==> src/rtl/tx_stream.sv <==
// Transmit side of the valid/ready word link: a small FIFO feeds single-word
// valid pulses, each followed by a fixed low gap so the receiver can re-arm ready.
module tx_stream #(
    parameter int DATA_W  = 32,
    parameter int DEPTH   = 4,
    parameter int GAP_CYC = 2
) (
    input  logic              clk,
    input  logic              rst_n,
    input  logic [DATA_W-1:0] in_data,
    input  logic              in_push,
    output logic              in_full,
    output logic              overflow,
    output logic [DATA_W-1:0] data,
    output logic              valid,
    input  logic              ready,
    output logic [31:0]       sent_count,
    output logic              busy
);

    localparam int AW = (DEPTH > 1) ? $clog2(DEPTH) : 1;
    localparam int CW = AW + 1;
    localparam int GW = (GAP_CYC > 1) ? $clog2(GAP_CYC) : 1;

    localparam logic [AW-1:0] PTR_ONE   = AW'(1);
    localparam logic [CW-1:0] CNT_ONE   = CW'(1);
    localparam logic [CW-1:0] CNT_FULL  = CW'(DEPTH);
    localparam logic [GW-1:0] GAP_ZERO  = GW'(0);
    localparam logic [GW-1:0] GAP_ONE   = GW'(1);
    localparam logic [GW-1:0] GAP_LOAD  = GW'(GAP_CYC - 1);

    typedef enum logic [1:0] {
        ST_IDLE = 2'd0,
        ST_SEND = 2'd1,
        ST_GAP  = 2'd2
    } state_t;

    logic [DATA_W-1:0] mem_r [DEPTH];
    logic [AW-1:0]     wr_ptr_r;
    logic [AW-1:0]     rd_ptr_r;
    logic [CW-1:0]     count_r;
    logic              in_full_r;
    logic              overflow_r;
    state_t            state_r;
    logic [GW-1:0]     gap_r;
    logic [DATA_W-1:0] data_r;
    logic              valid_r;
    logic [31:0]       sent_count_r;

    state_t            state_s;
    logic [GW-1:0]     gap_s;
    logic [DATA_W-1:0] data_s;
    logic              valid_s;
    logic              pop_s;
    logic              sent_inc_s;
    logic              push_ok_s;
    logic              fifo_empty_s;
    logic [CW-1:0]     count_s;

    // A push while full is dropped even if a pop frees a slot at the same edge.
    assign push_ok_s    = in_push & ~in_full_r;
    assign fifo_empty_s = (count_r == CW'(0));

    // Next FIFO occupancy from accepted push and FSM pop.
    always_comb begin
        count_s = count_r;
        case ({push_ok_s, pop_s})
            2'b10:   count_s = count_r + CNT_ONE;
            2'b01:   count_s = count_r - CNT_ONE;
            default: count_s = count_r;
        endcase
    end

    // FIFO storage write port.
    always_ff @(posedge clk or negedge rst_n) begin
        if (!rst_n) begin
            for (int i = 0; i < DEPTH; i++) begin
                mem_r[i] <= '0;
            end
        end else if (push_ok_s) begin
            mem_r[wr_ptr_r] <= in_data;
        end
    end

    // FIFO pointers, occupancy, full and sticky overflow flags.
    always_ff @(posedge clk or negedge rst_n) begin
        if (!rst_n) begin
            wr_ptr_r   <= '0;
            rd_ptr_r   <= '0;
            count_r    <= '0;
            in_full_r  <= 1'b0;
            overflow_r <= 1'b0;
        end else begin
            if (push_ok_s) begin
                wr_ptr_r <= wr_ptr_r + PTR_ONE;
            end
            if (pop_s) begin
                rd_ptr_r <= rd_ptr_r + PTR_ONE;
            end
            count_r   <= count_s;
            in_full_r <= (count_s == CNT_FULL);
            if (in_push && in_full_r) begin
                overflow_r <= 1'b1;
            end
        end
    end

    // Link FSM: next state, pop request and registered link outputs.
    always_comb begin
        state_s    = state_r;
        gap_s      = gap_r;
        data_s     = data_r;
        valid_s    = valid_r;
        pop_s      = 1'b0;
        sent_inc_s = 1'b0;
        case (state_r)
            ST_IDLE: begin
                if (!fifo_empty_s) begin
                    pop_s   = 1'b1;
                    data_s  = mem_r[rd_ptr_r];
                    valid_s = 1'b1;
                    state_s = ST_SEND;
                end else begin
                    valid_s = 1'b0;
                    state_s = ST_IDLE;
                end
            end
            ST_SEND: begin
                if (ready) begin
                    valid_s    = 1'b0;
                    sent_inc_s = 1'b1;
                    gap_s      = GAP_LOAD;
                    state_s    = ST_GAP;
                end else begin
                    state_s = ST_SEND;
                end
            end
            ST_GAP: begin
                if (gap_r != GAP_ZERO) begin
                    gap_s   = gap_r - GAP_ONE;
                    state_s = ST_GAP;
                end else if (!fifo_empty_s) begin
                    pop_s   = 1'b1;
                    data_s  = mem_r[rd_ptr_r];
                    valid_s = 1'b1;
                    state_s = ST_SEND;
                end else begin
                    valid_s = 1'b0;
                    state_s = ST_IDLE;
                end
            end
            default: begin
                valid_s = 1'b0;
                state_s = ST_IDLE;
            end
        endcase
    end

    // FSM state, gap counter, link outputs and transfer counter.
    always_ff @(posedge clk or negedge rst_n) begin
        if (!rst_n) begin
            state_r      <= ST_IDLE;
            gap_r        <= '0;
            data_r       <= '0;
            valid_r      <= 1'b0;
            sent_count_r <= '0;
        end else begin
            state_r <= state_s;
            gap_r   <= gap_s;
            data_r  <= data_s;
            valid_r <= valid_s;
            if (sent_inc_s) begin
                sent_count_r <= sent_count_r + 32'd1;
            end
        end
    end

    assign in_full    = in_full_r;
    assign overflow   = overflow_r;
    assign data       = data_r;
    assign valid      = valid_r;
    assign sent_count = sent_count_r;
    assign busy       = (state_r != ST_IDLE) || !fifo_empty_s;

endmodule
==> config.mk <==
export PLATFORM = sky130hd
export DESIGN_NAME = tx_stream
export DESIGN_NICKNAME = d
export VERILOG_FILES = /design/src/rtl/tx_stream.sv
export SDC_FILE = /design/constraint.sdc
export NUM_CORES = 1
export LEC_CHECK = 0
export ABC_AREA = 0
export BUFFER_PORTS_ARGS = -buffer_cell sky130_fd_sc_hd__buf_2
export CORE_UTILIZATION = 50
export CTS_CLUSTER_DIAMETER = 120
export CTS_CLUSTER_SIZE = 8
export DETAILED_ROUTE_END_ITERATION = 12
export PLACE_DENSITY = 0.72
export SYNTH_ARGS = -nofsm -noshare
export SYNTH_HDL_FRONTEND = slang
export SYNTH_SLANG_ARGS = --single-unit
==> constraint.sdc <==
create_clock -name clk -period 5.95 [get_ports clk]
set_clock_uncertainty 0.05 [all_clocks]
set_input_delay 0.595 -clock clk [delete_from_list [all_inputs] [get_ports clk]]
set_output_delay 0.595 -clock clk [all_outputs]
set_load 0.02 [all_outputs]
==> results of run 1 <==
-- worst max-delay path, cell delays in order, from the launching register on --
cell     delay (ns)
dfrtp_1        0.40
nor2b_1        0.53
inv_1          0.11
ha_1           0.26
fa_1           0.38
xnor2_1        0.13
nor2_1         0.13
xor2_1         0.23
nor3b_1        0.24
-- synthesized netlist by cell type --
cell type	instances
xnor2_1	28
or2_2	2
or2b_1	1
nand4b_1	1
nand4_1	10
mux2_2	161
nand2_1	23
nor3_1	4
clkbuf_1	6
nor3b_1	1
and4_1	4
dfrtp_1	205
and2_1	3
buf_2	20
nand3_1	11
mux4_2	32
and2_0	1
inv_1	4
a211o_2	1
xor2_1	9
o21ai_0	4
a21o_1	1
nor2b_1	1
and3_1	4
fa_1	1
ha_1	6
clkinv_1	1
and3_2	1
nor4_4	2
nand3b_4	1
nand3b_1	1
nor2_1	5
-- kinds of logic (layout without fill, tap and decap cells) --
logic type	count (synthesis)	in the layout	synth area share, %
xor gates and xnor gates	37	37	3.721
buffers and inverters	31	145	1.623
DFF	205	205	58.90
muxes	193	193	29.09
adders and majority gates	7	7	1.092
AOI/OAI and AO/OA	6	6	0.4310
and+or+nand+nor	76	76	5.143
-- state kept, by name, summed over array words and instances, names as in the netlist --
name and cells:
count_r 3, sent_count 32, data 32, overflow 1, state_r 2, gap_r 1, valid 1, rd_ptr_r 2
mem_r 128, in_full 1, wr_ptr_r 2
-- worst max path at each step --
stage / start / end
after floorplan: count_r[0] / in_full
after global placement: in_push / in_full
after detailed placement: in_push / in_full
after CTS: in_full / in_full
after global routing: in_full / in_full
final: in_full / in_full
-- stage by stage --
step	total power (uW)	hold slack [ns]
floorplan	3951	0.2494
global placement	4387	0.3876
detailed placement	4529	0.3917
CTS	5933	0.2371
global route	6211	0.2365
finish	5853	0.2552
-- area by class of cell --
| class | instances | area (sq um) | area share [%] |
|---|---|---|---|
| repair buffers | 108 | 564.3 | 5.545 |
| clock inverters | 1 | 5.005 | 0.04918 |
| multi-input cells | 319 | 3448 | 33.88 |
| inverters | 5 | 18.77 | 0.1844 |
| clock buffers | 31 | 733.2 | 7.204 |
| flip-flops and latches | 205 | 5132 | 50.43 |
| well taps | 220 | 275.3 | 2.705 |
-- power by group --
part	internal (uW)	leakage (uW)	switching (uW)
sequential	2030	0.00249	415
combinational	1190	0.00177	843
clock	848	0.000364	525
total	4070	0.00463	1780
-- metal layers --
layer	share of wire (%)	track usage (%)
met1	43	27.12
met2	51	34.28
met3	4.9	3.666
met4	1.7	5.682
met5	0	0
==> metrics.md, run 1 <==
| Metric | Value |
|---|---|
| Worst reg-to-reg setup slack | 3.38 ns |
| Area post-placement | 9429 sq um |
| Max-cap violations | 0 |
| Die Area | about 18000 sq um |
| Synth area leaders | dfrtp_1 (59%), mux2_2 (21%), mux4_2 (8.3%) |
| Worst-path clk slew | ~0.050 ns |
| Tcrit/Tclk final | about 43% |
| Worst skew pair latency | around 0.51 ns |
| RR Endpoint | in_full |
| Final non-filler cell total | 889 |
| IO buf count | a little over 100 |
| Least-Margin Pin Slew | between 1 and 1.5 ns |
| Hold Crit Start | in_push |
| Final instance area | 10180 sq um |
| Routed vias | 5003 |
| Synth top area share | 58.90% |
| ANT nets after route | 0 |
| P&R area growth vs syn | 16.85% |
| CTS tree | done |
| Type of origin of the critical path | flip-flop |
| Register area share after synthesis | roughly three fifths |
| Outcome | finished, final reports clean |
| Setup crit end kind | flip-flop |
| Most common cell after layout, fill and taps aside | dfrtp_1 |
| Critical path class | reg -> reg |
| Pre-CTS setup slack | 3.144 ns |
| Htree depth | 1 |
| Max frequency | roughly 0.39 GHz |
| Setup WS post-layout | between 3 and 4 ns |
| Slew Limit Fails | 0 |
| Worst Hold End | overflow |
| Largest net degree at the start of global routing | between 70 and 80 |
| Drt first pass iters | 4 |
| First-pass GRT wire length | between 20000 and 30000 um |
| Hold Path Stages | 2 |
| Clock tree root driver cell | clkbuf_16 |
| Pwr dens | about 580 nW/um^2 |
| Final Net Count | about 710 |
| DR WL/cell | 19.19 um |
| Rows | 47 |
| WP data required | roughly 6.3 ns |
| Yosys Warn Count | 0 |
| Hpwl dp | roughly 10000 um |
| Grt ovf | 0 |
| CP Max Fanout | 8 |
| Final core occ | a little over 60% |
| Fin crit period | between 2 and 3 ns |
| Via density | roughly 5.6 |
| CTS Hold Bufs | 1 |
| Die X | ~130 um |
| Core area | about 17000 sq um |
| Drt first-iter violations | roughly 150 |
| Worst IR Drop VDD | 0.0003590 V |
| Final setup viols | 0 |
| # clock sinks | between 200 and 250 |
| Fraction of layout instances using a drive strength above 1 | 51.27% |
| Crit Reg-Reg Startpoint | in_full |
| Yosys top cell by area | dfrtp_1 |
| RSZ-0062 raised after global routing | no |
| Most frequent cells in the layout | dfrtp_1 (203), mux2_2 (161), buf_2 (102), mux4_2 (32), clkbuf_16 (29) |
| Worst Path Arrival | 2.94 ns |
| Slew HR | around a third |
| Post-CTS sizing | 0 |
| Hold Crit Class | in -> reg |
| Leak Pwr | ~0.0046 uW |
| Synthesized net count | roughly 600 |
| Vias in the first global route | between 5000 and 6000 |
| Synth Register Bits | between 200 and 250 |
| Synth unique cells | 32 |
| DRC | 0 |
| Post-CTS Setup Bufs | 0 |
| Setup TNS Final | 0 ns |
| Fillers | approximately 1300 |
| Antenna Cells | 0 |
| Initial Utilization | about half |
| Synthesized area | approximately 8700 sq um |
| Detailed Route WL | approximately 17000 um |
| GP Congestion | 0.8189 |
| Gr usage total | about a fifth |
| Initial antenna violation count | 0 |
| Inst Count DP | about 860 |
| Cells after Synth | between 500 and 600 |
| Die height | 134.0 um |
| Post-Syn Area per Cell | between 15 and 20 sq um |
| Longest Clk Path Bufs | 3 |
| Final hold viol count | 0 |
| Worst reg2reg path depth | 8 |
| Ports | around 100 |
| TritonCTS Buffers | 29 |
Note: power is estimated with default switching activity, not from simulation.
==> inputs of run 2 (changes only) <==
==> constraint.sdc (replaced) <==
create_clock -name clk -period 2.5 [get_ports clk]
set_clock_uncertainty 0.05 [all_clocks]
set_input_delay 0.25 -clock clk [delete_from_list [all_inputs] [get_ports clk]]
set_output_delay 0.25 -clock clk [all_outputs]
set_load 0.02 [all_outputs]
==> run 2 against run 1 <==
Sequential cell count stayed put. Sequential power rose by 130%. Utilization is 3.1 points higher. Setup slack got worse by 3.2 ns. Global-route usage up 0.51 points. Via count is 2.9% higher. Die area did not move. Clock power grew 140%.
==> metrics.md, run 2 (synthesis results as in run 1) <==
| Metric | Value |
|---|---|
| Worst Path Arrival | approximately 2.7 ns |
| Clk network pwr share | 23.0% |
| Routed vias | between 5000 and 6000 |
| Fillers | approximately 1300 |
| Top delay family on crit path | adder cells |
| Rows | 47 |
| Hpwl dp | between 10000 and 15000 um |
| Vias in the first global route | between 5000 and 6000 |
| ANT nets after route | 0 |
| Inst Count DP | between 800 and 900 |
| Antenna Cells | 0 |
| Max frequency | 0.4397 GHz |
| Most common cell after layout, fill and taps aside | dfrtp_1 |
| Type of origin of the critical path | flip-flop |
| Fraction of layout instances using a drive strength above 1 | between 40 and 50% |
| Worst skew pair latency | 0.52 ns |
| Drt first-iter violations | between 150 and 200 |
| Initial Utilization | 51.79% |
| Most frequent cells in the layout | dfrtp_1 (203), mux2_2 (161), buf_2 (102), dlygate4sd3_1 (35), mux4_2 (32) |
| Combinational power share | between 30% and 40% |
| IO buf count | between 100 and 150 |
| Max reg flops | around 130 |
| Slowest cell on the critical path | dfrtp_1 |
| Longest Clk Path Bufs | 3 |
| Reg with most FFs | mem_r |
| Ports | 104 |
| Gr usage total | roughly a fifth |
| TritonCTS Buffers | 29 |
| Die Area | around 18000 sq um |
| Core area | 16820 sq um |
| Slew HR | roughly 58% |
| Sw Share | a little under a third |
| Leak Pwr | around 0.005 uW |
| Setup TNS Final | 0 ns |
| Hold Crit Class | in -> async |
| Drt first pass iters | 4 |
| Crit-path cells | nor3_2 > a211o_2 > clkinv_1 > ha_1 > fa_1 > xnor2_1 > nor2_1 > xor2_1 > nor3b_2 |
| P&R area growth vs syn | 22.77% |
| Pwr dens | between 1000 and 1500 nW/um^2 |
| CP Max Fanout | 4 |
| GP Congestion | around 0.8 |
| Worst reg2reg path depth | 9 |
| CP Depth | 9 |
| CTS tree | done |
| DRC | 0 |
| Die X | 134.0 um |
| First-pass GRT wire length | just under 30000 um |
| RSZ-0062 raised after global routing | no |
| Least-Margin Pin Slew | ~0.63 ns |
| Outcome | finished, final reports clean |
| Setup crit end kind | flip-flop |
| Final non-filler cell total | slightly above 900 |
| Grt ovf | 0 |
| Max-cap violations | 0 |
| Tcrit/Tclk final | between 90% and 100% |
| Slew Limit Fails | 0 |
| Final setup viols | 0 |
| Detailed Route WL | around 17000 um |
| Worst IR Drop VDD | a little over 0.0007 V |
| Power share of the sequential group | around two fifths |
| Via density | 5.504 |
| # clock sinks | around 200 |
| DR WL/cell | roughly 19 um |
| WP data required | 2.89 ns |
| Fin crit period | 2.274 ns |
| P_int | between 9000 and 10000 uW |
| Die height | about 130 um |
| Critical path class | reg -> reg |
| Crit path buf inv count | 1 |
| Largest net degree at the start of global routing | slightly above 60 |
| Initial antenna violation count | 0 |
| Final Net Count | 757 |
| Worst-path clk slew | 0.05 ns |
| Clock tree root driver cell | clkbuf_16 |
| Slowest stage delay, CP | 0.40 ns |
| NetSw | between 4000 and 5000 uW |
| Final hold viol count | 0 |
| Htree depth | 1 |
## run 2: layout make-up
class,instances,area (sq um),area share [%]
flip-flops and latches,205,5132,48.00
multi-input cells,319,3458,32.34
repair buffers,154,1070,10.00
clock buffers,31,733.2,6.857
well taps,220,275.3,2.574
inverters,5,18.77,0.1755
clock inverters,1,5.005,0.04681
## run 2: routing by layer
layer / part of all wire, % / track usage (%)
met5: 0 / 0
met4: 2.4 / 6.503
met3: 5.0 / 3.553
met2: 51 / 36.61
met1: 42 / 26.34
## run 2: worst paths after layout
check / from / to / slack [ns]
worst max-delay path: count_r[2] / in_full / 0.23
worst min-delay path: rst_n / data[9] / 0.24
worst max register to register: count_r[2] / in_full / 0.23
worst min register to register: overflow / overflow / 0.41
max in group asynchronous: rst_n / sent_count[26] / 1.38
min in group clk: overflow / overflow / 0.41
## run 2: stage by stage
stage | hold slack (ns) | cell area [sq um] | total power (uW) | setup WS, ns | util [%]
floorplan | -0.09559 | 8710 | 9404 | 0.05055 | -
global placement | 0.2120 | 9587 | 10580 | 0.2017 | 57.00
CTS | 0.2506 | 10680 | 14260 | 0.06214 | 63.47
global route | 0.2928 | 10690 | 14950 | 0.06490 | 63.58
detailed placement | 0.2267 | 9587 | 10900 | 0.08135 | 57.00
finish | 0.2443 | 10690 | 14110 | 0.2257 | 63.58
## run 2: power groups by stage
stage / Combinational (uW) / Sequential, uW / Clock (uW)
2_1_floorplan: 3580 / 5820 / 0
3_3_place_gp: 4970 / 5610 / 0
3_5_place_dp: 5160 / 5740 / 0
4_1_cts: 5220 / 5700 / 3340
5_1_grt: 5570 / 5890 / 3490
6_report: 5170 / 5700 / 3250
## run 2: what timing repair did
item                                   CTS  global route
setup endpoints to repair                0             1
hold buffers                            35             0
setup buffers                            0             1
gates resized for setup                  0             2
endpoints found under the hold margin  185             0
